`src/rtl/mem_seq_pkg.sv`:
```
// Shared definitions for the memory sequencer: widths, timeout default,
// FSM state encoding, requester IDs and the latched transaction record.
package mem_seq_pkg;

    localparam int ADDR_W_DEF  = 8;
    localparam int OP_W        = 1;
    localparam int TIMEOUT_DEF = 15;
    localparam int CNT_W       = 8;

    typedef enum logic [2:0] {
        IDLE = 3'd0,
        ADDR = 3'd1,
        WAIT = 3'd2,
        LOAD = 3'd3,
        DONE = 3'd4
    } state_t;

    typedef enum logic {
        REQ_FETCH = 1'b0,
        REQ_DATA  = 1'b1
    } req_id_t;

    typedef enum logic [OP_W-1:0] {
        OP_READ  = 1'b0,
        OP_WRITE = 1'b1
    } op_t;

    typedef struct packed {
        req_id_t id;
        op_t     op;
    } txn_t;

    function automatic logic is_read(input txn_t t);
        return t.op == OP_READ;
    endfunction

endpackage

```
`src/rtl/mem_seq_if.sv`:
```
// Requester and memory-side signal bundle of the sequencer; the sequencer
// itself connects through the slave modport.
interface mem_seq_if
    import mem_seq_pkg::*;
#(
    parameter int ADDR_W = ADDR_W_DEF
);

    logic              f_req;
    logic [ADDR_W-1:0] f_addr;
    logic              d_req;
    logic              d_we;
    logic [ADDR_W-1:0] d_addr;
    logic              f_gnt;
    logic              d_gnt;
    logic              f_done;
    logic              d_done;
    logic [ADDR_W-1:0] mem_addr;
    logic              mem_rd;
    logic              mem_wr;
    logic              mem_ack;
    logic              mar_load;
    logic              mdr_load;
    logic              mdr_valid;
    logic              err;

    modport slave (
        input  f_req, f_addr, d_req, d_we, d_addr, mem_ack,
        output f_gnt, d_gnt, f_done, d_done, mem_addr,
               mem_rd, mem_wr, mar_load, mdr_load, mdr_valid, err
    );

    modport master (
        output f_req, f_addr, d_req, d_we, d_addr, mem_ack,
        input  f_gnt, d_gnt, f_done, d_done, mem_addr,
               mem_rd, mem_wr, mar_load, mdr_load, mdr_valid, err
    );

endinterface

```
`src/rtl/mem_seq_rr_arb2.sv`:
```
// Two-way round-robin arbiter: bit 0 is fetch, bit 1 is data; on a tie
// the requester not served last wins.
module rr_arb2
    import mem_seq_pkg::*;
(
    input  logic       clk,
    input  logic       nrst,
    input  logic [1:0] i_req,
    input  logic       i_update,
    output logic [1:0] o_gnt
);

    req_id_t    r_last;
    logic [1:0] w_gnt;

    always_comb begin
        w_gnt = 2'b00;
        case (i_req)
            2'b01:   w_gnt = 2'b01;
            2'b10:   w_gnt = 2'b10;
            2'b11:   w_gnt = (r_last == REQ_DATA) ? 2'b01 : 2'b10;
            default: w_gnt = 2'b00;
        endcase
    end

    assign o_gnt = w_gnt;

    // Resetting to "data served last" makes fetch win the first tie.
    always_ff @(posedge clk or negedge nrst) begin
        if (!nrst) begin
            r_last <= REQ_DATA;
        end else if (i_update && (w_gnt != 2'b00)) begin
            r_last <= w_gnt[1] ? REQ_DATA : REQ_FETCH;
        end
    end

endmodule

```
`src/rtl/mem_seq.sv`:
```
// Memory access sequencer: arbitrates fetch/data requesters and walks a
// single memory transaction through IDLE/ADDR/WAIT/LOAD/DONE.
module mem_seq
    import mem_seq_pkg::*;
#(
    parameter int ADDR_W  = ADDR_W_DEF,
    parameter int TIMEOUT = TIMEOUT_DEF
) (
    input  logic     clk,
    input  logic     nrst,
    mem_seq_if.slave bus
);

    state_t            r_state;
    txn_t              r_txn;
    logic [ADDR_W-1:0] r_addr;
    logic [CNT_W-1:0]  r_cnt;
    logic              r_mar_load;
    logic              r_mdr_load;
    logic              r_mem_rd;
    logic              r_mem_wr;
    logic              r_mdr_valid;
    logic              r_f_done;
    logic              r_d_done;
    logic              r_err;

    logic [1:0]        w_req;
    logic [1:0]        w_gnt;
    logic              w_idle;

    assign w_req  = {bus.d_req, bus.f_req};
    assign w_idle = (r_state == IDLE);

    rr_arb2 u_arb (
        .clk      (clk),
        .nrst     (nrst),
        .i_req    (w_req),
        .i_update (w_idle),
        .o_gnt    (w_gnt)
    );

    // Grants are only meaningful in IDLE and must stay low while in reset.
    assign bus.f_gnt     = w_gnt[0] & w_idle & nrst;
    assign bus.d_gnt     = w_gnt[1] & w_idle & nrst;
    assign bus.f_done    = r_f_done;
    assign bus.d_done    = r_d_done;
    assign bus.mem_addr  = r_addr;
    assign bus.mem_rd    = r_mem_rd;
    assign bus.mem_wr    = r_mem_wr;
    assign bus.mar_load  = r_mar_load;
    assign bus.mdr_load  = r_mdr_load;
    assign bus.mdr_valid = r_mdr_valid;
    assign bus.err       = r_err;

    always_ff @(posedge clk or negedge nrst) begin
        if (!nrst) begin
            r_state     <= IDLE;
            r_txn       <= '{id: REQ_FETCH, op: OP_READ};
            r_addr      <= '0;
            r_cnt       <= '0;
            r_mar_load  <= 1'b0;
            r_mdr_load  <= 1'b0;
            r_mem_rd    <= 1'b0;
            r_mem_wr    <= 1'b0;
            r_mdr_valid <= 1'b0;
            r_f_done    <= 1'b0;
            r_d_done    <= 1'b0;
            r_err       <= 1'b0;
        end else begin
            r_mar_load  <= 1'b0;
            r_mdr_load  <= 1'b0;
            r_mem_rd    <= 1'b0;
            r_mem_wr    <= 1'b0;
            r_mdr_valid <= 1'b0;
            r_f_done    <= 1'b0;
            r_d_done    <= 1'b0;
            r_err       <= 1'b0;

            case (r_state)
                IDLE: begin
                    if (w_gnt != 2'b00) begin
                        r_txn.id   <= w_gnt[1] ? REQ_DATA : REQ_FETCH;
                        r_txn.op   <= (w_gnt[1] && bus.d_we) ? OP_WRITE : OP_READ;
                        r_addr     <= w_gnt[1] ? bus.d_addr : bus.f_addr;
                        r_mar_load <= 1'b1;
                        r_state    <= ADDR;
                    end
                end

                ADDR: begin
                    r_cnt   <= '0;
                    r_state <= WAIT;
                    if (is_read(r_txn)) begin
                        r_mem_rd <= 1'b1;
                    end else begin
                        r_mem_wr    <= 1'b1;
                        r_mdr_valid <= 1'b1;
                    end
                end

                // An ack in the final allowed cycle still wins over the timeout.
                WAIT: begin
                    if (bus.mem_ack) begin
                        if (is_read(r_txn)) begin
                            r_mdr_load <= 1'b1;
                            r_state    <= LOAD;
                        end else begin
                            r_f_done <= (r_txn.id == REQ_FETCH);
                            r_d_done <= (r_txn.id == REQ_DATA);
                            r_state  <= DONE;
                        end
                    end else if (r_cnt == CNT_W'(TIMEOUT - 1)) begin
                        r_f_done <= (r_txn.id == REQ_FETCH);
                        r_d_done <= (r_txn.id == REQ_DATA);
                        r_err    <= 1'b1;
                        r_state  <= DONE;
                    end else begin
                        r_cnt <= r_cnt + 1'b1;
                        if (is_read(r_txn)) begin
                            r_mem_rd <= 1'b1;
                        end else begin
                            r_mem_wr    <= 1'b1;
                            r_mdr_valid <= 1'b1;
                        end
                    end
                end

                LOAD: begin
                    r_f_done    <= (r_txn.id == REQ_FETCH);
                    r_d_done    <= (r_txn.id == REQ_DATA);
                    r_mdr_valid <= 1'b1;
                    r_state     <= DONE;
                end

                DONE: begin
                    r_state <= IDLE;
                end

                default: begin
                    r_state <= IDLE;
                end
            endcase
        end
    end

endmodule

```
`src/flat_wrapper.sv`:
```
// flat-port wrapper written by rule: the top's interface ports become plain ports
module mem_seq_flat import mem_seq_pkg::*;
#(
    parameter int ADDR_W  = ADDR_W_DEF,
    parameter int TIMEOUT = TIMEOUT_DEF
)
  (clk, nrst, bus_f_req, bus_f_addr, bus_d_req, bus_d_we, bus_d_addr, bus_mem_ack, bus_f_gnt, bus_d_gnt, bus_f_done, bus_d_done, bus_mem_addr, bus_mem_rd, bus_mem_wr, bus_mar_load, bus_mdr_load, bus_mdr_valid, bus_err);
  mem_seq_if #(.ADDR_W(ADDR_W)) bus_i ();
  input  logic clk;
  input  logic nrst;
  input wire logic [$bits(bus_i.f_req)-1:0] bus_f_req;
  input wire logic [$bits(bus_i.f_addr)-1:0] bus_f_addr;
  input wire logic [$bits(bus_i.d_req)-1:0] bus_d_req;
  input wire logic [$bits(bus_i.d_we)-1:0] bus_d_we;
  input wire logic [$bits(bus_i.d_addr)-1:0] bus_d_addr;
  input wire logic [$bits(bus_i.mem_ack)-1:0] bus_mem_ack;
  output wire logic [$bits(bus_i.f_gnt)-1:0] bus_f_gnt;
  output wire logic [$bits(bus_i.d_gnt)-1:0] bus_d_gnt;
  output wire logic [$bits(bus_i.f_done)-1:0] bus_f_done;
  output wire logic [$bits(bus_i.d_done)-1:0] bus_d_done;
  output wire logic [$bits(bus_i.mem_addr)-1:0] bus_mem_addr;
  output wire logic [$bits(bus_i.mem_rd)-1:0] bus_mem_rd;
  output wire logic [$bits(bus_i.mem_wr)-1:0] bus_mem_wr;
  output wire logic [$bits(bus_i.mar_load)-1:0] bus_mar_load;
  output wire logic [$bits(bus_i.mdr_load)-1:0] bus_mdr_load;
  output wire logic [$bits(bus_i.mdr_valid)-1:0] bus_mdr_valid;
  output wire logic [$bits(bus_i.err)-1:0] bus_err;
  assign bus_i.f_req = bus_f_req;
  assign bus_i.f_addr = bus_f_addr;
  assign bus_i.d_req = bus_d_req;
  assign bus_i.d_we = bus_d_we;
  assign bus_i.d_addr = bus_d_addr;
  assign bus_i.mem_ack = bus_mem_ack;
  assign bus_f_gnt = bus_i.f_gnt;
  assign bus_d_gnt = bus_i.d_gnt;
  assign bus_f_done = bus_i.f_done;
  assign bus_d_done = bus_i.d_done;
  assign bus_mem_addr = bus_i.mem_addr;
  assign bus_mem_rd = bus_i.mem_rd;
  assign bus_mem_wr = bus_i.mem_wr;
  assign bus_mar_load = bus_i.mar_load;
  assign bus_mdr_load = bus_i.mdr_load;
  assign bus_mdr_valid = bus_i.mdr_valid;
  assign bus_err = bus_i.err;
  mem_seq #(.ADDR_W(ADDR_W), .TIMEOUT(TIMEOUT)) u_core (.clk(clk), .nrst(nrst), .bus(bus_i));
endmodule
```
`config.mk`:
```
export PLATFORM = sky130hd
export DESIGN_NAME = mem_seq_flat
export DESIGN_NICKNAME = d
export VERILOG_FILES = /design/src/rtl/mem_seq_pkg.sv /design/src/rtl/mem_seq_if.sv /design/src/rtl/mem_seq_rr_arb2.sv /design/src/rtl/mem_seq.sv /design/src/flat_wrapper.sv
export SDC_FILE = /design/constraint.sdc
export NUM_CORES = 1
export LEC_CHECK = 0
export BUFFER_PORTS_ARGS = -buffer_cell sky130_fd_sc_hd__buf_2
export CAP_MARGIN = 15
export CORE_ASPECT_RATIO = 1.4
export CORE_MARGIN = 8
export CORE_UTILIZATION = 24
export CTS_CLUSTER_DIAMETER = 120
export DETAILED_ROUTE_END_ITERATION = 16
export PLACE_DENSITY = 0.5
export SYNTH_ARGS = -nofsm -noshare
export SYNTH_HDL_FRONTEND = slang
export SYNTH_SLANG_ARGS = --single-unit
```
`constraint.sdc`:
```
create_clock -name clk -period 2.19 [get_ports clk]
set_input_delay 0.438 -clock clk [delete_from_list [all_inputs] [get_ports clk]]
set_output_delay 0.438 -clock clk [all_outputs]
set_load 0.02 [all_outputs]
```
**Word level (Yosys, flattened, before mapping)**

Cells that the tools add are included.

- Output and inout bits: 18
- Bits in latches: 0
- Word-level logic and storage cells: 76
- Memory bits (writable): 0
- Bits of input ports: 22
- Memories: 0
- Bits in registers: 30
- Bits in read-only memories: 0

- Reductions and logical operators: 8
- Shift operators: 0
- Bitwise operators: 5
- Add/sub/neg operators: 1
- $lt $le $gt $ge: 0
- Divide/modulo/power cells: 0
- Muxes and demuxes: 37
- Multipliers: 0
- Eq/ne operators: 11

Operators by type and width:

| kind | number |
|---|---|
| $mux 8 | 3 |
| $mux 1 | 21 |
| $pmux 8 s2 | 1 |
| $mux 3 | 4 |
| $pmux 3 s4 | 1 |
| $add 8x1->8 const B | 1 |
| $eq 8x4->1 const B | 1 |
| $pmux 1 s2 | 4 |
| $eq 3x2->1 const B | 2 |
| $pmux 2 s3 | 1 |
| $and 1x1->1 | 4 |
| $eq 2x2->1 const B | 2 |
| $ne 2x2->1 const B | 2 |
| $reduce_and 2->1 | 2 |
| $reduce_bool 2->1 | 2 |
| $eq 3x1->1 const B | 1 |
| $logic_not 3->1 | 1 |
| $ne 3x2->1 const B | 1 |
| $pmux 1 s3 | 1 |
| $reduce_and 3->1 | 1 |
| $eq 2x1->1 const B | 1 |
| $logic_and 1x1->1 | 2 |
| $mux 2 | 1 |
| $ne 2x1->1 const B | 1 |
| $not 1->1 | 1 |

**Longest topological paths before layout**

Gate-level depths: netlist of the first run.

- Depth after elaboration: 5
- Depth in mapped cells: 6
- Gate-level depth less buffers: 5

**By module**

A second synthesis of the first run with hierarchy kept.

- Cell total of the unflattened synthesis: 132
- Area, all modules: 1352.5 um^2

Modules (own cells, without submodules):

| module | cells an instance | area an instance (um^2) | times used | seq. area each (um^2) |
|---|---|---|---|---|
| mem_seq | 126 | 1296.2 | 1 | 725.7 |
| rr_arb2 | 6 | 56.3 | 1 | 26.3 |

**Worst setup path before layout of the first run**

OpenSTA, ideal clock, no wires.

- Kind: reg2reg
- Start point: register u_core.r_state[0]
- End point: register u_core.r_cnt[3]
- Data required time: 2066 ps
- Slack: 526 ps
- Data arrival time: 1540 ps
- Stages on the path, launching flop included: 6
- Buffers on the path: 2
- Cell sequence: dfrtp_1 > buf_6 > or4b_4 > a21o_1 > buf_6 > a211o_1

- Word-level cells in the longest chain between the ends: 3
- Elaborated cells on any way between the ends: 7
- Those cells by class: eq/ne (4); mux (1); reduce/logical (2)

Ends and longest elaborated chain:

| what | line | RTL |
|---|---|---|
| from (decl) | mem_seq.sv:14 | `state_t r_state;` |
| from (signal assigned) | mem_seq.sv:57 | `r_state <= IDLE;` |
| from (signal assigned) | mem_seq.sv:86 | `r_state <= ADDR;` |
| from (signal assigned) | mem_seq.sv:92 | `r_state <= WAIT;` |
| $eq 3x2->1 / $eq 3x1->1 (equally long branches) | mem_seq.sv:79 | `case (r_state)` |
| $ne 2x2->1 (no source line) / $reduce_bool 2->1 (equally long branches) | -- |  |
| $reduce_and 3->1 (no source line) | -- |  |
| to (signal assigned) | mem_seq.sv:118 | `r_cnt <= r_cnt + 1'b1;` |
| to (decl) | mem_seq.sv:17 | `logic [CNT_W-1:0] r_cnt;` |

Parallel ways exist; a longest one is shown, timed or not.
A chain may end at the register's enable or synchronous reset.

**Worst setup path after layout of the first run**

- Start point: register u_core.r_state[2]
- End point: output bus_f_gnt

- Word-level cells in the longest chain between the ends: 3

Ends and longest elaborated chain:

| what | line | RTL |
|---|---|---|
| $logic_not 3->1 | mem_seq.sv:32 | `assign w_idle = (r_state == IDLE);` |
| $and 1x1->1 (2 in series) | mem_seq.sv:43 | `assign bus.f_gnt = w_gnt[0] & w_idle & nrst;` |
| to (decl) | flat_wrapper.sv:17 | `output wire logic [$bits(bus_i.f_gnt)-1:0] bus_f_gnt;` |

Every way passes these cells.

==> impl_table.tex, run 1 <==
\begin{tabular}{lr}
\hline
Metric & Value \\
\hline
\multicolumn{2}{l}{\textbf{Timing}} \\
Setup repair after global routing missed its margin & false \\
Actual transition at the worst max-transition pin & 875.9 ps \\
Final setup viols & 0 \\
Final max-slew violation count & 0 \\
Share of the cycle needed by the critical path after routing & just over 90\% \\
Fmax achieved & roughly 0.50 GHz \\
Worst slew margin & between 40\% and 50\% \\
Worst hold margin & 404.7 ps \\
Final hold viol count & 0 \\
Crit path time final & 1985 ps \\
Skew final & approximately 8.6 ps \\
Setup TNS Final & 0 ps \\
\multicolumn{2}{l}{\textbf{Drt}} \\
Routed wirelength normalized by instance count & 14.36 µm \\
Detailed-route wire length & 3763 µm \\
Vias per cell & about 4.7 \\
1st-pass router iterations & 4 \\
Drt initial violations & between 50 and 60 \\
Vias & roughly 1200 \\
Remaining routing DRC violations & 0 \\
Antenna-violating nets left & 0 \\
\multicolumn{2}{l}{\textbf{Global route}} \\
Number of antenna violations at the first check in global routing & 0 \\
Via count of the first global-routing pass & 1304 \\
Maximum number of pins on one net before global-route repair & 30 \\
GRT Overall Usage & 9.212\% \\
Overflow left after global routing & 0 \\
First-pass GRT wire length & between 6000 and 7000 µm \\
\multicolumn{2}{l}{\textbf{Placed design}} \\
Routability congestion estimate & about 0.74 \\
Post-DP HPWL & between 2000 and 3000 µm \\
Number of buffers inserted by port buffering & 39 \\
Post-place instance area & 1753 µm² \\
\multicolumn{2}{l}{\textbf{Floorplanning}} \\
Die Height & 109.2 µm \\
Total Die Area & around 9000 µm² \\
Width of the chip & approximately 83 µm \\
I/O pins & 40 \\
Row count & 34 \\
Initial Utilization & 24.29\% \\
Total core area & 6126 µm² \\
\multicolumn{2}{l}{\textbf{Final layout}} \\
Final Cell Area & approximately 1900 µm² \\
Fraction of final layout cells sized beyond drive strength 1 & between 30\% and 40\% \\
\# nets final & around 210 \\
Area growth syn-to-layout & 24.89\% \\
Total inserted antenna cells & 0 \\
\multicolumn{2}{l}{\textbf{CTS}} \\
H-Tree Depth & 2 \\
Root Buffer Master & sky130\_fd\_sc\_hd\_\_clkbuf\_8 \\
Clock transition at the registers of the reported paths & approximately 70 ps \\
Clock sinks & 30 \\
Resized Gates After CTS & 0 \\
Number of buffers between clock root and the deepest sink & 2 \\
Number of buffers added by the clock tree synthesis step & 5 \\
TritonCTS clock tree & yes \\
Later-pin clock latency in the skew report & between 200 and 300 ps \\
\multicolumn{2}{l}{\textbf{Synth}} \\
Post-synth top cells & sky130\_fd\_sc\_hd\_\_dfrtp\_1, sky130\_fd\_sc\_hd\_\_a21oi\_1, sky130\_fd\_sc\_hd\_\_nor2\_1 \\
Warnings from Yosys & 0 \\
Net count of the mapped netlist & $\sim$170 \\
Biggest area consumer among synthesized cells & sky130\_fd\_sc\_hd\_\_dfrtp\_1 \\
Post-synthesis instance area & between 1000 and 1500 µm² \\
Fraction of synthesis flops using an asynchronous set or reset pin & 100.0\% \\
\#FFs+latches synth & 30 \\
Sequential fraction of the synthesis area & just over 50\% \\
Post-synthesis average cell area & roughly 10 µm² \\
Most repeated cell in the gate-level netlist after synthesis & sky130\_fd\_sc\_hd\_\_dfrtp\_1 \\
EDFF count, synth & 0 \\
Synthesized instance count & 147 \\
Main synth FF type & sky130\_fd\_sc\_hd\_\_dfrtp\_1 \\
Area share of the largest cell type after synthesis & 48.78\% \\
Leading cell types by total area after synthesis & sky130\_fd\_sc\_hd\_\_dfrtp\_1, sky130\_fd\_sc\_hd\_\_mux2i\_1, sky130\_fd\_sc\_hd\_\_o31ai\_1 \\
Number of distinct standard cells referenced by the synthesized netlist & 43 \\
\multicolumn{2}{l}{\textbf{Critical path}} \\
WS Path Type & reg -> out \\
Worst path arrival time & roughly 1600 ps \\
Worst Reg2Reg Path Length in Cells & 3 \\
Element type at the critical path start & flop \\
Setup slack of the worst register-to-register path & roughly 420 ps \\
Reg-to-reg endpoint & u\_core.r\_cnt[3] \\
Critical path data required time & 1750 ps \\
Worst setup EP type & primary output \\
Origin of the critical flop-to-flop path & u\_core.r\_state[0] \\
Worst-path maximum fanout & 8 \\
\multicolumn{2}{l}{\textbf{Hold path}} \\
Hold Startpoint & bus\_d\_we \\
Worst hold path cell count & 2 \\
Endpoint of the worst hold-timing path & u\_core.r\_txn[0] \\
Path type of the worst min-delay path & in -> reg \\
\multicolumn{2}{l}{\textbf{Pwr}} \\
Cell area power density & about 1200 nW/µm² \\
Total power & 0.002254 W \\
Worst supply voltage drop on vdd & between 500 and 600 µV \\
P\_leak & between 0.9 and 1 nW \\
\multicolumn{2}{l}{\textbf{Job}} \\
Maxcap violations & 0 \\
\multicolumn{2}{l}{\textbf{Outcome}} \\
Outcome & completed \\
\hline
\end{tabular}
==> worst max-delay path: stages, from the launching register on <==
cell	delay, ps
sky130_fd_sc_hd__dfrtp_1	460
sky130_fd_sc_hd__nor3_2	390
sky130_fd_sc_hd__and4_1	250
sky130_fd_sc_hd__buf_2	170
==> routing by layer <==
layer	vias up	share of wire, %	track usage, %
li1	614	-	-
met4	0	1.9	4.455
met5	-	0	0
met2	37	49	14.32
met3	6	7.0	4.043
met1	568	42	10.48
==> worst max path at each step <==
stage                                 start         endpoint
after floorplan                   bus_d_req        bus_d_gnt
after global placement          bus_mem_ack  u_core.r_cnt[3]
after detailed placement        bus_mem_ack  u_core.r_cnt[3]
after CTS                 u_core.r_state[0]        bus_f_gnt
after global routing      u_core.r_state[2]        bus_f_gnt
final                     u_core.r_state[2]        bus_f_gnt
==> area by class of cell <==
class	instances	area, µm²
fillers	674	4268
inverters	4	15.01
flip-flops and latches	30	752.0
multi-input cells	104	670.6
clock buffers	6	82.58
clock inverters	2	12.51
well taps	72	90.09
repair buffers	44	235.2
==> state kept, by name, indices dropped and copies added, names as in the netlist <==
register and flops:
u_core.bus.d_done 1, u_core.bus.f_done 1, u_core.bus.mem_wr 1, u_core.bus.mem_rd 1, u_core.bus.mdr_load 1, u_core.r_cnt 8
u_core.r_state 3, u_core.bus.mdr_valid 1, u_core.bus.err 1, u_core.bus.mar_load 1, u_core.bus.mem_addr 8, u_core.u_arb.r_last 1
u_core.r_txn 2
==> cells by family (layout without fill, tap and decap cells) <==
family | Yosys count | count (layout) | synth area share [%]
and+or+nand+nor | 52 | 52 | 19.85
AOI/OAI and AO/OA | 44 | 44 | 19.51
DFF | 30 | 30 | 50.55
buffers and inverters | 13 | 56 | 4.373
muxes | 6 | 6 | 4.037
adders and majority gates | 2 | 2 | 1.682
==> stage by stage <==
step	std cells	worst slack, ps	utilization, %
after global placement	253	447.7	28.62
after floorplan	147	525.6	-
after CTS	262	187.3	30.33
after global routing	262	20.16	30.33
after detailed placement	253	425.4	28.62
final	262	205.4	30.33
==> report_power, final <==
part           internal, W  leakage, nW  switching [W]
Sequential        0.000744        0.392       0.000150
Combinational     0.000344        0.467       0.000555
Clock             0.000252       0.0472       0.000210
==> timing repair <==
| item | 4_1_cts | 5_1_grt |
|---|---|---|
| setup buffers | 0 | 0 |
| endpoints found under the setup margin | 0 | 0 |
| hold endpoints to repair | 1 | 0 |
| hold buffers | 1 | 0 |
==> cell usage in the layout, fill, tap and decap left out, types with 2 or more instances in the layout <==
| cell | count |
|---|---|
| sky130_fd_sc_hd__clkbuf_8 | 6 |
| sky130_fd_sc_hd__buf_2 | 39 |
| sky130_fd_sc_hd__nor2_1 | 11 |
| sky130_fd_sc_hd__ha_1 | 2 |
| sky130_fd_sc_hd__nand2_1 | 10 |
| sky130_fd_sc_hd__and3_1 | 2 |
| sky130_fd_sc_hd__o21ai_0 | 10 |
| sky130_fd_sc_hd__nand2b_1 | 7 |
| sky130_fd_sc_hd__o31ai_1 | 8 |
| sky130_fd_sc_hd__nor3b_1 | 2 |
| sky130_fd_sc_hd__a21oi_1 | 11 |
| sky130_fd_sc_hd__buf_4 | 4 |
| sky130_fd_sc_hd__and2_1 | 2 |
| sky130_fd_sc_hd__a211oi_1 | 3 |
| sky130_fd_sc_hd__mux2i_1 | 6 |
| sky130_fd_sc_hd__nand3_1 | 4 |
| sky130_fd_sc_hd__dfrtp_1 | 29 |
| sky130_fd_sc_hd__inv_1 | 4 |
| sky130_fd_sc_hd__nor3_1 | 2 |
| sky130_fd_sc_hd__nand3b_1 | 2 |
(Power assumes the default switching activity.)
==> run 2: changes to the inputs <==
- ABC_AREA: not set -> 1
- CTS_CLUSTER_SIZE: not set -> 40
==> impl_table.tex, run 2 <==
\begin{tabular}{lr}
\hline
Metric & Value \\
\hline
\multicolumn{2}{l}{\textbf{Final layout}} \\
Total inserted antenna cells & 0 (unchanged) \\
Final core utilization & 30.88\% (+0.55 points) \\
\# nets final & 250 (+17\%) \\
Commonest cells after routing, fill and taps aside & sky130\_fd\_sc\_hd\_\_nand2\_1, sky130\_fd\_sc\_hd\_\_buf\_2, sky130\_fd\_sc\_hd\_\_dfrtp\_1 \\
Fraction of final layout cells sized beyond drive strength 1 & 24.67\% (-5.3 points) \\
Commonest non-fill, non-tap cell in the layout & sky130\_fd\_sc\_hd\_\_nand2\_1 \\
Area growth syn-to-layout & 24.42\% \\
\multicolumn{2}{l}{\textbf{Synth}} \\
Main synth FF type & sky130\_fd\_sc\_hd\_\_dfrtp\_1 \\
Fraction of synthesis flops using an asynchronous set or reset pin & 100.0\% (unchanged) \\
Warnings from Yosys & 0 (unchanged) \\
Net count of the mapped netlist & 207 (+21\%) \\
Adder-cell share of the synthesized area & 1.720\% (+0.038 points) \\
Post-synthesis average cell area & 7.952 µm² (-21\%) \\
Sequential fraction of the synthesis area & 51.68\% (+1.1 points) \\
\#FFs+latches synth & 30 (unchanged) \\
Area share of the largest cell type after synthesis & 49.87\% (+1.1 points) \\
XOR/XNOR Fraction of Synth Area & 0\% (unchanged) \\
Biggest area consumer among synthesized cells & sky130\_fd\_sc\_hd\_\_dfrtp\_1 \\
Combinational family with the most area after synthesis & simple AND/OR/NAND/NOR gates \\
Fraction of the mapped netlist area in compound gates & 12.55\% (-7.0 points) \\
Post-synthesis instance area & 1455 µm² (-2.2\%) \\
Share of synthesized cell area in and, or, nand and nor gates & 28.20\% (+8.4 points) \\
Post-synthesis mux area share & 0\% (-4.0 points) \\
Synthesized instance count & 183 (+24\%) \\
Number of distinct standard cells referenced by the synthesized netlist & 22 (-49\%) \\
EDFF count, synth & 0 (unchanged) \\
Leading cell types by total area after synthesis & sky130\_fd\_sc\_hd\_\_dfrtp\_1, sky130\_fd\_sc\_hd\_\_nand2\_1, sky130\_fd\_sc\_hd\_\_o21ai\_0 \\
Most repeated cell in the gate-level netlist after synthesis & sky130\_fd\_sc\_hd\_\_nand2\_1 \\
Post-synth top cells & sky130\_fd\_sc\_hd\_\_nand2\_1, sky130\_fd\_sc\_hd\_\_dfrtp\_1, sky130\_fd\_sc\_hd\_\_nor2\_1 \\
\multicolumn{2}{l}{\textbf{Timing}} \\
Final hold viol count & 0 (unchanged) \\
Final worst slack & 183.8 ps (-21.63 ps) \\
Skew final & 2.893 ps (-5.751 ps) \\
Final setup viols & 0 (unchanged) \\
Final max-slew violation count & 0 (unchanged) \\
Fmax achieved & 0.4984 GHz (-1.1\%) \\
Actual transition at the worst max-transition pin & 396.3 ps (-479.6 ps) \\
Worst slew margin & 73.48\% (+32 points) \\
Setup repair after global routing missed its margin & false \\
Crit path time final & 2006 ps (+21.63 ps) \\
Setup TNS Final & 0 ps (unchanged) \\
Share of the cycle needed by the critical path after routing & 91.61\% (+0.99 points) \\
\multicolumn{2}{l}{\textbf{Floorplanning}} \\
I/O pins & 40 (unchanged) \\
Row count & 33 (-2.9\%) \\
Total core area & 5863 µm² (-4.3\%) \\
Width of the chip & 81.81 µm (-0.88\%) \\
Total Die Area & 8846 µm² (-1.8\%) \\
Initial Utilization & 24.82\% (+0.53 points) \\
Die Height & 108.1 µm (-0.94\%) \\
\multicolumn{2}{l}{\textbf{Hold path}} \\
Path type of the worst min-delay path & in -> async \\
\multicolumn{2}{l}{\textbf{Placed design}} \\
Post-DP HPWL & 2698 µm (-4.8\%) \\
Number of buffers inserted by port buffering & 39 (unchanged) \\
Pre-CTS setup slack & 377.8 ps (-47.55 ps) \\
Routability congestion estimate & 0.7693 (+4.3\%) \\
\multicolumn{2}{l}{\textbf{Pwr}} \\
Combinational fraction of design power & 39.9\% (about the same) \\
Cell area power density & 1169 nW/µm² (-3.6\%) \\
Reported net switching power & 0.0008829 W (-3.4\%) \\
P\_leak & 0.9086 nW (+0.31\%) \\
Fraction of power spent switching nets & 41.70\% (+1.1 points) \\
Worst supply voltage drop on vdd & 555.3 µV (-1.6\%) \\
Total internal power & 0.001234 W (-7.8\%) \\
Clock share of power & 19.9\% (-0.6 points) \\
Part of the power in registers & 40.2\% (+0.6 points) \\
\multicolumn{2}{l}{\textbf{Critical path}} \\
WS Path Type & reg -> out \\
Crit-path most repeated cell & sky130\_fd\_sc\_hd\_\_nor2\_1 \\
Family with the most delay on the worst path & simple AND/OR/NAND/NOR gates \\
Element type at the critical path start & flop \\
Worst-path maximum fanout & 12 (+4) \\
Critical path data required time & 1750 ps (about the same) \\
Crit path largest cell delay & 400 ps (-60 ps) \\
CP Cell Sequence & nor2\_2, nand2\_2, nor2\_1, nand2\_1, nor2\_1, buf\_2 \\
Library cell contributing the largest single delay on the critical path & sky130\_fd\_sc\_hd\_\_dfrtp\_1 \\
Worst setup EP type & primary output \\
Buffers \& Inverters on Critical Path & 1 (unchanged) \\
Setup slack of the worst register-to-register path & 570 ps (+150 ps) \\
Worst path arrival time & 1570 ps (+20 ps) \\
\multicolumn{2}{l}{\textbf{Drt}} \\
Antenna-violating nets left & 0 (unchanged) \\
Remaining routing DRC violations & 0 (unchanged) \\
Detailed-route wire length & 3530 µm (-6.2\%) \\
Routed wirelength normalized by instance count & 11.89 µm (-17\%) \\
Vias & 1336 (+9.1\%) \\
Drt initial violations & 60 (+13\%) \\
1st-pass router iterations & 4 (unchanged) \\
Vias per cell & 4.498 (-3.8\%) \\
\multicolumn{2}{l}{\textbf{CTS}} \\
H-Tree Depth & 2 (unchanged) \\
Clock transition at the registers of the reported paths & 60 ps (about the same) \\
Later-pin clock latency in the skew report & 280 ps (about the same) \\
TritonCTS clock tree & yes \\
Number of buffers added by the clock tree synthesis step & 5 (unchanged) \\
Number of buffers between clock root and the deepest sink & 2 (unchanged) \\
Root Buffer Master & sky130\_fd\_sc\_hd\_\_clkbuf\_8 \\
Clock sinks & 30 (unchanged) \\
\multicolumn{2}{l}{\textbf{Global route}} \\
Maximum number of pins on one net before global-route repair & 31 (+3.3\%) \\
Via count of the first global-routing pass & 1421 (+9.0\%) \\
GRT Overall Usage & 8.859\% (-0.35 points) \\
First-pass GRT wire length & 6299 µm (-1.7\%) \\
Overflow left after global routing & 0 (unchanged) \\
Number of antenna violations at the first check in global routing & 0 (unchanged) \\
\multicolumn{2}{l}{\textbf{Job}} \\
Maxcap violations & 0 (unchanged) \\
\multicolumn{2}{l}{\textbf{Outcome}} \\
Outcome & completed \\
\hline
\end{tabular}
## run 2: changes by cell type after synthesis, moves of 6 or more
cell,delta
sky130_fd_sc_hd__o21ai_1,+6
sky130_fd_sc_hd__o31ai_1,-8
sky130_fd_sc_hd__inv_1,+8
sky130_fd_sc_hd__nand2_1,+31
sky130_fd_sc_hd__a21oi_1,-8
sky130_fd_sc_hd__nand2b_1,-7
sky130_fd_sc_hd__o21ai_0,+15
sky130_fd_sc_hd__mux2i_1,-6
sky130_fd_sc_hd__nor2_1,+16
sky130_fd_sc_hd__nand3_1,+11
## run 2: power groups by stage
stage,sequential (W),clock [W],combinational (W)
final,0.000850,0.000422,0.000845
after global routing,0.000878,0.000473,0.000966
after CTS,0.000852,0.000441,0.000863
after detailed placement,0.000860,0,0.000860
after global placement,0.000869,0,0.000858
after floorplan,0.000994,0,0.000436
## run 2: routing by layer
metal / part of all wire [%] / GRT usage [%] / vias up
met5: 0 / 0 / -
li1: - / - / 683
met4: 1.8 / 3.149 / 0
met2: 46 / 14.49 / 40
met3: 6.4 / 3.488 / 6
met1: 45 / 10.13 / 607
## run 2: logic make-up (layout without fill, tap and decap cells)
group                      Yosys count  in the layout
and+or+nand+nor                     96             96
AOI/OAI and AO/OA                   36             36
DFF                                 30             30
buffers and inverters               19             63
adders and majority gates            2              2
## run 2: stage by stage
step / total power, W / cell area, µm² / hold WS, ps / cells
after floorplan: 0.001429 / 1455 / 142.4 / 183
after global placement: 0.001727 / 1728 / 412.5 / 289
after detailed placement: 0.001720 / 1728 / 416.1 / 289
after CTS: 0.002156 / 1808 / 213.0 / 297
after global routing: 0.002317 / 1810 / 226.5 / 297
final: 0.002117 / 1810 / 195.9 / 297
## run 2: what timing repair did
action / in CTS / in global routing
gates resized for setup: 0 / 1
hold buffers: 0 / 0
endpoints found under the setup margin: 0 / 2
buffers inserted: 0 / 0
## run 2: area by class of cell
cell class	count	area (µm²)
multi-input cells	134	620.6
flip-flops and latches	30	752.0
clock buffers	8	80.08
well taps	70	87.58
fillers	642	4053
inverters	12	45.04
repair buffers	43	225.2
## run 2: final timing paths
path | startpoint | endpoint | cells past startpoint
hold reg to reg | u_core.r_txn[1] | u_core.bus.f_done | 1
max in group asynchronous | nrst | u_core.u_arb.r_last | 2
setup reg to reg | u_core.r_cnt[0] | u_core.bus.mdr_valid | 9
hold / removal | nrst | u_core.r_cnt[1] | 2
min in group clk | bus_mem_ack | u_core.bus.err | 2
setup / recovery | u_core.r_state[2] | bus_d_gnt | 6
==> run 3: changes to the inputs <==
- MAX_ROUTING_LAYER: not set -> met4
- SKIP_LAST_GASP: not set -> 1
==> impl_table.tex, run 3 (synthesis results as in run 2) <==
\begin{tabular}{lr}
\hline
Metric & Value \\
\hline
\multicolumn{2}{l}{\textbf{Final layout}} \\
Commonest cells after routing, fill and taps aside & sky130\_fd\_sc\_hd\_\_nand2\_1, sky130\_fd\_sc\_hd\_\_buf\_2, sky130\_fd\_sc\_hd\_\_dfrtp\_1 \\
Total inserted antenna cells & 0 (unchanged) \\
Final Cell Area & 1810 µm² (unchanged) \\
Multi-input combinational cell area & 620.6 µm² (unchanged) \\
Area growth syn-to-layout & 24.42\% (unchanged) \\
Fraction of final layout cells sized beyond drive strength 1 & 24.67\% (unchanged) \\
Number of fill cells in the layout & 642 (unchanged) \\
\# nets final & 250 (unchanged) \\
Commonest non-fill, non-tap cell in the layout & sky130\_fd\_sc\_hd\_\_nand2\_1 \\
Area of all sequential standard cells & 752.0 µm² (unchanged) \\
Final core utilization & 30.88\% (unchanged) \\
Final instance count without filler cells & 297 (unchanged) \\
\multicolumn{2}{l}{\textbf{Placed design}} \\
Post-place instance area & 1728 µm² (unchanged) \\
Post-Place Cells & 289 (unchanged) \\
Number of buffers inserted by port buffering & 39 (unchanged) \\
Routability congestion estimate & 0.7796 (+1.3\%) \\
Post-DP HPWL & 2698 µm (unchanged) \\
\multicolumn{2}{l}{\textbf{Timing}} \\
Fmax achieved & 0.4975 GHz (-0.20\%) \\
Share of the cycle needed by the critical path after routing & 91.79\% (+0.18 points) \\
Crit path time final & 2010 ps (+3.947 ps) \\
Skew final & 2.893 ps (+0.00006000 ps) \\
Worst hold margin & 196.0 ps (+0.02900 ps) \\
Final setup viols & 0 (unchanged) \\
Setup TNS Final & 0 ps (unchanged) \\
Setup repair after global routing missed its margin & false \\
Worst slew margin & 73.51\% (about the same) \\
Final max-slew violation count & 0 (unchanged) \\
Actual transition at the worst max-transition pin & 395.9 ps (-0.4028 ps) \\
Final hold viol count & 0 (unchanged) \\
\multicolumn{2}{l}{\textbf{Critical path}} \\
Worst-path maximum fanout & 12 (unchanged) \\
Crit-path most repeated cell & sky130\_fd\_sc\_hd\_\_nor2\_1 \\
Critical path data required time & 1750 ps (about the same) \\
Library cell contributing the largest single delay on the critical path & sky130\_fd\_sc\_hd\_\_dfrtp\_1 \\
CP Cell Sequence & nor2\_2, nand2\_2, nor2\_1, nand2\_1, nor2\_1, buf\_2 \\
WS Path Type & reg -> out \\
Element type at the critical path start & flop \\
Crit path largest cell delay & 400 ps (about the same) \\
Worst path arrival time & 1570 ps (about the same) \\
Worst setup EP type & primary output \\
\multicolumn{2}{l}{\textbf{Floorplanning}} \\
Width of the chip & 81.81 µm (unchanged) \\
Die Height & 108.1 µm (unchanged) \\
I/O pins & 40 (unchanged) \\
Total Die Area & 8846 µm² (unchanged) \\
Initial Utilization & 24.82\% (unchanged) \\
Row count & 33 (unchanged) \\
Total core area & 5863 µm² (unchanged) \\
\multicolumn{2}{l}{\textbf{Drt}} \\
Drt initial violations & 71 (+18\%) \\
Top layer used by detailed routing & met4 \\
Routed wirelength normalized by instance count & 11.89 µm (unchanged) \\
Met3 routed WL & 147 µm (-35\%) \\
Antenna-violating nets left & 0 (unchanged) \\
Vias & 1337 (+0.075\%) \\
1st-pass router iterations & 4 (unchanged) \\
Routed wire length on met2 & 1640 µm (+0.31\%) \\
Routed length on met1 & 1680 µm (+4.7\%) \\
Remaining routing DRC violations & 0 (unchanged) \\
Detailed-route wire length & 3530 µm (unchanged) \\
Vias per cell & 4.502 (about the same) \\
\multicolumn{2}{l}{\textbf{Job}} \\
Maxcap violations & 0 (unchanged) \\
\multicolumn{2}{l}{\textbf{CTS}} \\
TritonCTS clock tree & yes \\
H-Tree Depth & 2 (unchanged) \\
Post-CTS Repair Setup Buffers & 0 (unchanged) \\
Number of buffers added by the clock tree synthesis step & 5 (unchanged) \\
Number of buffers between clock root and the deepest sink & 2 (unchanged) \\
Clock sinks & 30 (unchanged) \\
Root Buffer Master & sky130\_fd\_sc\_hd\_\_clkbuf\_8 \\
Clock transition at the registers of the reported paths & 60 ps (about the same) \\
Later-pin clock latency in the skew report & 280 ps (about the same) \\
\multicolumn{2}{l}{\textbf{Global route}} \\
Overflow left after global routing & 0 (unchanged) \\
Maximum number of pins on one net before global-route repair & 31 (unchanged) \\
Number of antenna violations at the first check in global routing & 0 (unchanged) \\
GRT Overall Usage & 9.119\% (+0.26 points) \\
First-pass GRT wire length & 6292 µm (-0.11\%) \\
Via count of the first global-routing pass & 1421 (unchanged) \\
\multicolumn{2}{l}{\textbf{Pwr}} \\
P\_leak & 0.9086 nW (unchanged) \\
Cell area power density & 1170 nW/µm² (about the same) \\
Worst supply voltage drop on vdd & 554.9 µV (about the same) \\
\multicolumn{2}{l}{\textbf{Outcome}} \\
Outcome & completed \\
\multicolumn{2}{l}{\textbf{Hold path}} \\
Path type of the worst min-delay path & in -> async \\
\hline
\end{tabular}
==> run 3: cell counts in the layout (fill, tap and decap cells not counted) <==
Identical to the previous run, type by type.
==> run 3: worst paths after layout <==
check                                  start  slack [ps]  cells after the start                    to
hold reg to reg              u_core.r_txn[1]         430                      1     u_core.bus.f_done
setup / recovery           u_core.r_state[2]         180                      6             bus_d_gnt
setup reg to reg             u_core.r_cnt[0]         570                      9  u_core.bus.mdr_valid
min in group clk                 bus_mem_ack         380                      2        u_core.bus.err
hold / removal                          nrst         200                      2       u_core.r_cnt[1]
max in group asynchronous               nrst        1670                      2   u_core.u_arb.r_last
==> run 3: what timing repair did <==
action / 4_1_cts / 5_1_grt
resized for setup: 0 / 1
setup endpoints to repair: 0 / 2
hold buffers: 0 / 0
==> run 3: final cells by class <==
class / count / share of cell area (%)
Clock buffer: 8 / 4.423
Inverter: 12 / 2.488
Multi-Input combinational cell: 134 / 34.28
Sequential cell: 30 / 41.53
Tap cell: 70 / 4.838
Timing Repair Buffer: 43 / 12.44
==> run 3: power by group <==
group	switching, W	total, W	leakage, nW	internal [W]
sequential	0.000107	0.000850	0.391	0.000744
clock	0.000197	0.000422	0.0395	0.000225
combinational	0.000580	0.000845	0.478	0.000265
==> run 3: metal layers <==
metal  track usage, %  up-vias
met1            10.63      608
met4            3.149        0
met2            14.54       40
met5                -        -
li1                 -      683
met3            2.575        6
==> run 3: critical path: cells and delay by family, from the launching register on <==
family	cells	cell delay (ps)
flip-flops	1	400
AND/OR/NAND/NOR	5	730
buffers and inverters	1	170
==> run 3: stage by stage <==
stage / worst slack [ps] / total power, W
floorplan: 261.6 / 0.001429
global placement: 425.0 / 0.001727
detailed placement: 377.8 / 0.001720
CTS: 64.84 / 0.002156
global route: 54.01 / 0.002315
finish: 179.8 / 0.002118
